File: config.mk
export PLATFORM = sky130hd
export DESIGN_NAME = preg_reclaim_queue_flat
export DESIGN_NICKNAME = d
export VERILOG_FILES = /design/src/rtl/preg_reclaim_queue_if.sv /design/src/rtl/preg_reclaim_queue.sv /design/src/flat_wrapper.sv
export SDC_FILE = /design/constraint.sdc
export NUM_CORES = 1
export LEC_CHECK = 0
export ABC_AREA = 1
export CAP_MARGIN = 20
export CORE_MARGIN = 4
export CORE_UTILIZATION = 62
export DETAILED_ROUTE_END_ITERATION = 10
export PLACE_DENSITY = 0.81
export RECOVER_POWER = 100
export SLEW_MARGIN = 15
export SYNTH_ARGS = -nofsm -noshare
export SYNTH_HDL_FRONTEND = slang
export SYNTH_SLANG_ARGS = --single-unit
export TNS_END_PERCENT = 10
File: constraint.sdc
create_clock -name clk -period 5.55 [get_ports clk]
set_input_delay 0.555 -clock clk [delete_from_list [all_inputs] [get_ports clk]]
set_output_delay 0.555 -clock clk [all_outputs]
set_load 0.01 [all_outputs]
File: src/rtl/preg_reclaim_queue_if.sv
// Push/release bundle between ROB commit/recovery, the reclaim queue and the free list.
// The master side drives retire/squash releases; the slave side is the reclaim queue.
interface preg_reclaim_queue_if #(
  parameter int PW = 6
);
  logic [1:0]    commit_valid;
  logic [1:0]    commit_has_dest;
  logic [PW-1:0] commit_old_phys0;
  logic [PW-1:0] commit_old_phys1;
  logic          squash_valid;
  logic [PW-1:0] squash_phys;
  logic          in_ready;
  logic          free_en;
  logic [PW-1:0] free_phys;

  modport master (
    output commit_valid, commit_has_dest, commit_old_phys0, commit_old_phys1,
    output squash_valid, squash_phys,
    input  in_ready, free_en, free_phys
  );

  modport slave (
    input  commit_valid, commit_has_dest, commit_old_phys0, commit_old_phys1,
    input  squash_valid, squash_phys,
    output in_ready, free_en, free_phys
  );
endinterface

File: src/rtl/preg_reclaim_queue.sv
// Buffers freed physical registers (2 retire lanes + 1 squash per cycle) and releases one per cycle.
// Optional RECLAIM_DUPCHK_EN adds a pending mask and a sticky dup_err for double releases.
module preg_reclaim_queue #(
  parameter int PHYS_REGS = 64,
  parameter int QDEPTH    = 16
) (
  input  logic                     clk,
  input  logic                     reset,
  preg_reclaim_queue_if.slave      bus,
  output logic [$clog2(QDEPTH):0]  q_count,
  output logic                     overflow_err
`ifdef RECLAIM_DUPCHK_EN
  ,
  output logic                     dup_err
`endif
);
  localparam int PW = $clog2(PHYS_REGS);
  localparam int AW = $clog2(QDEPTH);
  localparam int CW = AW + 1;
  localparam logic [CW-1:0] CNT_ZERO  = {CW{1'b0}};
  localparam logic [CW-1:0] CNT_ONE   = {{(CW-1){1'b0}}, 1'b1};
  localparam logic [CW-1:0] CNT_THREE = {{(CW-2){1'b0}}, 2'b11};
  localparam logic [CW-1:0] CNT_DEPTH = CW'(QDEPTH);

  logic [PW-1:0] mem_r [QDEPTH];
  logic [AW:0]   head_r;
  logic [AW:0]   tail_r;
  logic [CW-1:0] count_r;
  logic          free_en_r;
  logic [PW-1:0] free_phys_r;
  logic          overflow_r;

  logic [2:0]    cand_s;
  logic [PW-1:0] cand_phys_s [3];
  logic          pop_s;
  logic [CW-1:0] avail_s;
  logic [CW-1:0] n_acc_s;
  logic [2:0]    wr_en_s;
  logic [AW-1:0] wr_addr_s [3];
  logic          drop_s;

  // Push candidates in fixed priority order: lane 0, lane 1, squash
  always_comb begin
    cand_s[0]      = bus.commit_valid[0] & bus.commit_has_dest[0];
    cand_s[1]      = bus.commit_valid[1] & bus.commit_has_dest[1];
    cand_s[2]      = bus.squash_valid;
    cand_phys_s[0] = bus.commit_old_phys0;
    cand_phys_s[1] = bus.commit_old_phys1;
    cand_phys_s[2] = bus.squash_phys;
  end

  // Slot allocation; the pop frees its slot this edge, so it counts toward room for pushes
  always_comb begin
    pop_s   = (count_r != CNT_ZERO);
    avail_s = CNT_DEPTH - count_r + {{(CW-1){1'b0}}, pop_s};
    n_acc_s = CNT_ZERO;
    drop_s  = 1'b0;
    wr_en_s = 3'b000;
    for (int k = 0; k < 3; k++) begin
      wr_addr_s[k] = tail_r[AW-1:0] + n_acc_s[AW-1:0];
      if (cand_s[k]) begin
        if (n_acc_s < avail_s) begin
          wr_en_s[k] = 1'b1;
          n_acc_s    = n_acc_s + CNT_ONE;
        end else begin
          drop_s = 1'b1;
        end
      end else begin
        wr_en_s[k] = 1'b0;
      end
    end
  end

  // Queue storage; contents need no reset since occupancy gates every read
  always_ff @(posedge clk) begin
    for (int k = 0; k < 3; k++) begin
      if (wr_en_s[k]) begin
        mem_r[wr_addr_s[k]] <= cand_phys_s[k];
      end
    end
  end

  // Pointers, occupancy, registered release port and sticky overflow
  always_ff @(posedge clk) begin
    if (reset) begin
      head_r      <= {(AW+1){1'b0}};
      tail_r      <= {(AW+1){1'b0}};
      count_r     <= CNT_ZERO;
      free_en_r   <= 1'b0;
      free_phys_r <= {PW{1'b0}};
      overflow_r  <= 1'b0;
    end else begin
      head_r      <= head_r + {{AW{1'b0}}, pop_s};
      tail_r      <= tail_r + n_acc_s;
      count_r     <= count_r + n_acc_s - {{(CW-1){1'b0}}, pop_s};
      free_en_r   <= pop_s;
      free_phys_r <= pop_s ? mem_r[head_r[AW-1:0]] : {PW{1'b0}};
      overflow_r  <= overflow_r | drop_s;
    end
  end

  assign bus.in_ready  = (CNT_DEPTH - count_r) >= CNT_THREE;
  assign bus.free_en   = free_en_r;
  assign bus.free_phys = free_phys_r;
  assign q_count       = count_r;
  assign overflow_err  = overflow_r;

`ifdef RECLAIM_DUPCHK_EN
  logic [PHYS_REGS-1:0] pending_r;
  logic [PHYS_REGS-1:0] pending_next_s;
  logic                 dup_hit_s;
  logic                 dup_r;

  // Pending mask: pop clears the head bit first, so a same-edge re-push leaves it set
  always_comb begin
    pending_next_s = pending_r & ~({{(PHYS_REGS-1){1'b0}}, pop_s} << mem_r[head_r[AW-1:0]]);
    dup_hit_s      = (cand_s[0] & cand_s[1] & (cand_phys_s[0] == cand_phys_s[1]))
                   | (cand_s[0] & cand_s[2] & (cand_phys_s[0] == cand_phys_s[2]))
                   | (cand_s[1] & cand_s[2] & (cand_phys_s[1] == cand_phys_s[2]));
    for (int k = 0; k < 3; k++) begin
      dup_hit_s      = dup_hit_s | (wr_en_s[k] & pending_r[cand_phys_s[k]]);
      pending_next_s = pending_next_s | ({{(PHYS_REGS-1){1'b0}}, wr_en_s[k]} << cand_phys_s[k]);
    end
  end

  // Pending mask and sticky duplicate flag
  always_ff @(posedge clk) begin
    if (reset) begin
      pending_r <= {PHYS_REGS{1'b0}};
      dup_r     <= 1'b0;
    end else begin
      pending_r <= pending_next_s;
      dup_r     <= dup_r | dup_hit_s;
    end
  end

  assign dup_err = dup_r;
`endif
endmodule

File: src/flat_wrapper.sv
// flat-port wrapper written by rule: the top's interface ports become plain ports
module preg_reclaim_queue_flat 
#(
  parameter int PHYS_REGS = 64,
  parameter int QDEPTH    = 16
)
  (clk, reset, q_count, overflow_err, bus_commit_valid, bus_commit_has_dest, bus_commit_old_phys0, bus_commit_old_phys1, bus_squash_valid, bus_squash_phys, bus_in_ready, bus_free_en, bus_free_phys);
  preg_reclaim_queue_if #(.PW(6)) bus_i ();
  input  logic clk;
  input  logic reset;
  output logic [$clog2(QDEPTH):0] q_count;
  output logic overflow_err;
  input wire logic [$bits(bus_i.commit_valid)-1:0] bus_commit_valid;
  input wire logic [$bits(bus_i.commit_has_dest)-1:0] bus_commit_has_dest;
  input wire logic [$bits(bus_i.commit_old_phys0)-1:0] bus_commit_old_phys0;
  input wire logic [$bits(bus_i.commit_old_phys1)-1:0] bus_commit_old_phys1;
  input wire logic [$bits(bus_i.squash_valid)-1:0] bus_squash_valid;
  input wire logic [$bits(bus_i.squash_phys)-1:0] bus_squash_phys;
  output wire logic [$bits(bus_i.in_ready)-1:0] bus_in_ready;
  output wire logic [$bits(bus_i.free_en)-1:0] bus_free_en;
  output wire logic [$bits(bus_i.free_phys)-1:0] bus_free_phys;
  assign bus_i.commit_valid = bus_commit_valid;
  assign bus_i.commit_has_dest = bus_commit_has_dest;
  assign bus_i.commit_old_phys0 = bus_commit_old_phys0;
  assign bus_i.commit_old_phys1 = bus_commit_old_phys1;
  assign bus_i.squash_valid = bus_squash_valid;
  assign bus_i.squash_phys = bus_squash_phys;
  assign bus_in_ready = bus_i.in_ready;
  assign bus_free_en = bus_i.free_en;
  assign bus_free_phys = bus_i.free_phys;
  preg_reclaim_queue #(.PHYS_REGS(PHYS_REGS), .QDEPTH(QDEPTH)) u_core (.clk(clk), .reset(reset), .bus(bus_i), .q_count(q_count), .overflow_err(overflow_err));
endmodule
==> results.toml <==
[status]
result_of_the_run = "completed"

[worst_setup_path]
critical_path_required_ns = 5.64
sum_of_buffers_and_inverters_on_the_critical_path = 4
critical_path_depth = 23
cp_slowest_cell = "nor2_1"
timing.critical_path.fanout_max = 7
worstRegToRegCells = 23
worstReg2RegEnd = "u_core.mem_r[11][3]$_DFFE_PP_"
worst_path_dominant_cell_family = "simple AND/OR/NAND/NOR gates"
launching_element_of_the_worst_setup_path = "u_core.q_count[0]$_SDFF_PP0_"
critPathLaunchType = "flop"
worstPathArrival_ns = 5.12
crit_chain = "inv_1, ha_1, nand2_1, nor2_1, ha_1, inv_1, ha_1, nand2_1, inv_1, nand3_1, nand2_1, nand2_1, nor2_4, nand2_1, inv_1, a21oi_1, ha_1, fa_1, xnor2_1, nand2_1, nor2_1, nand4_1, nand3_1"
worstSetupEndpointType = "flop"
worst_path_largest_cell_delay_ns = 0.46
worstReg2RegStart = "u_core.q_count[0]$_SDFF_PP0_"
crit_path_end = "u_core.mem_r[11][3]$_DFFE_PP_"
criticalPathCategory = "reg -> reg"
reg2reg_slack_ns = 0.52
path_common_cell = "nand2_1"

[sta]
setup_repair_after_global_routing_missed_its_margin = "no"
worstMarginPinSlew_ns = 1.21
max_freq_mhz = 199
max_slew_margin_pct = 19.5
finalHoldViolations = 0
final-max-slew-violation-count = 0
clock-skew-final_ns = 0.00659
final.period_utilization_pct = 90.7
setup_viol = 0
finalCriticalPeriod_ns = 5.03
totalNegativeSetupSlack_ns = 0

[finish]
filler_cell_count = 1109
antenna_cells_inserted = 0
number_of_nets_in_the_finished_design = 1157
layout.area.seq_mm2 = 0.00330
fraction_of_final_layout_cells_with_drive_strength_greater_than_1_pct = 5.63
areaGrowthSynthToFinish_pct = 6.99
multiInputGateArea_mm2 = 0.00437

[power]
leakage_nw = 3.99
total_power_mw = 4.12
pwr_density_cell_mw_per_mm2 = 451
ir_drop_mv = 0.329

[synth]
ys.flop_type = "edfxtp_1"
synth_largest_type_area_fraction_pct = 33.8
synth_top_cell_by_area = "edfxtp_1"
synth.area.top_cells = "edfxtp_1, nand2_1, o21ai_0"
synthDistinctLibCells = 40
async_reset_ff_share_pct = 0
number_of_enable_type_register_cells_in_the_synthesized_netlist = 96
ys_seq_elements = 117
synthTopCellsByCount = "nand2_1, o21ai_0, nor2_1, nand4_1, edfxtp_1"
yosysSeqAreaShare_pct = 38.7
post_synth_instance_area_mm2 = 0.00854
synth.avg_cell_area_um2 = 7.53
syn_nets = 1184
synthesis.yosys.warnings = 0
syn-instance-count = 1133
post-synth-top-count-cell = "nand2_1"

[drt]
vias_per_cell = 6.28
initialDrtViolationCount = 1047
detail_route.drc_violations = 0
drt.antenna.violating_nets = 0
postRouteWirelength_um = 25700
route.detailed.wl_per_inst_um = 19.9
num_vias = 8134
firstDrtPassIters = 6

[global_routing]
global_route.usage.total_pct = 32.3
grt_start_max_net_pins = 114
grt-ovfl-total = 0
wire_length_of_the_first_global_routing_pass_um = 39900
first_global_vias = 7343
antenna_found_initial = 1

[clock_tree]
postCtsSetupRepairBufs = 0
clkLatencyLatePin_ns = 0.42
post_cts_resized = 0
cts_hold_repair.buffers = 0
cts_tree = "built"
clkTransAtPathRegs_ns = 0.05
cts.sinks = 117
numCtsBuffers = 17
clock_tree.htree_level_count = 4
cell_at_the_root_of_the_clock_tree = "clkbuf_16"
clock_path_buffers = 2

[run]
cap_violations = 0

[floorplan]
dieHeight_um = 125
ios = 39
fp.dieW_um = 125
design.die.area_mm2 = 0.0157
initial_cell_density_of_the_core_pct = 64.0
fp-row-count = 42
core_footprint_mm2 = 0.0133

[placed_design]
half_perimeter_wire_length_after_placement_um = 16900
globalplace.congestion = 0.949
portbufs = 38

[worst_hold_path]
hold_path.class = "reg -> reg"
timing.hold.worst.start = "u_core.tail_r[3]$_SDFF_PP0_"
[cell families after synthesis]
family          share of synthesized area [%]
flops                                    38.7
xor+xnor                                0.718
compound gates                           13.6
simple gates                             34.4
fa+ha+maj                                4.07
buf+inv                                  8.50
[routing by layer]
| metal | up-vias | part of all wire (%) | track usage [%] |
|---|---|---|---|
| met1 | 3605 | 39 | 42.5 |
| met4 | 2 | 4.7 | 17.3 |
| met3 | 108 | 12 | 9.42 |
| li1 | 3873 | - | - |
| met5 | - | 0.031 | 0 |
| met2 | 546 | 44 | 48.2 |
[sequential cells by signal (all words and copies together), names as in the netlist]
name / flops
u_core.mem_r: 96
u_core.overflow_err: 1
u_core.q_count: 5
u_core.bus.free_en: 1
u_core.bus.free_phys: 6
u_core.head_r: 4
u_core.tail_r: 4
[worst register-to-register path, delay by kind of cell (launching register included)]
| family | cells | cell delay [ns] |
|---|---|---|
| DFF | 1 | 0.43 |
| xor gates and xnor gates | 1 | 0.29 |
| and+or+nand+nor | 12 | 2.11 |
| adders and majority gates | 5 | 1.25 |
| buffers and inverters | 4 | 0.49 |
| AOI/OAI and AO/OA | 1 | 0.15 |
[layout by cell type (no fill, tap or decap), types with 5 or more instances in the layout]
cell	count
nand2_1	336
o21ai_0	148
nand4_1	104
nor2_1	103
edfxtp_1	96
inv_1	61
nand3_1	51
ha_1	23
clkdlybuf4s50_1	23
dfxtp_1	21
o221ai_1	18
a21oi_1	17
clkbuf_16	17
dlygate4sd3_1	14
nand4_2	9
o21ai_1	7
nand2_2	6
o22ai_1	6
o211ai_1	6
buf_4	6
clkbuf_1	5
[power by group]
part / leakage, nW / total, mW / switching, mW / internal (mW)
combinational: 2.67 / 1.82 / 1.28 / 0.543
sequential: 1.05 / 1.24 / 0.0864 / 1.15
clock: 0.275 / 1.06 / 0.391 / 0.668
[through the flow]
step / hold slack (ns) / util, % / std cells / worst slack, ns / area (um2)
floorplan: 0.519 / - / 1133 / 1.22 / 8540
CTS: 0.582 / 69.4 / 1294 / 0.585 / 9260
global route: 0.618 / 68.4 / 1295 / 0.0993 / 9130
global placement: 0.552 / 65.1 / 1262 / 0.820 / 8690
finish: 0.589 / 68.4 / 1295 / 0.516 / 9130
detailed placement: 0.566 / 65.1 / 1262 / 0.630 / 8690
[layout make-up]
cell class              instances  area share, %
well taps                     176           2.41
multi-input cells             861           47.8
clock buffers                  22           4.97
inverters                      64           2.63
flip-flops and latches        117           36.2
repair buffers                 45           4.81
clock inverters                10           1.19
[worst min-delay path by stage]
| stage | cells past startpoint | to |
|---|---|---|
| 3_5_place_dp | 2 | u_core.tail_r[3]$_SDFF_PP0_ |
| 4_1_cts | 2 | u_core.tail_r[3]$_SDFF_PP0_ |
| 6_report | 2 | u_core.tail_r[3]$_SDFF_PP0_ |
| 3_3_place_gp | 2 | u_core.tail_r[3]$_SDFF_PP0_ |
| 5_1_grt | 2 | u_core.tail_r[3]$_SDFF_PP0_ |
| 2_1_floorplan | 2 | u_core.tail_r[3]$_SDFF_PP0_ |
No activity file was read; power rests on OpenSTA's default activity.
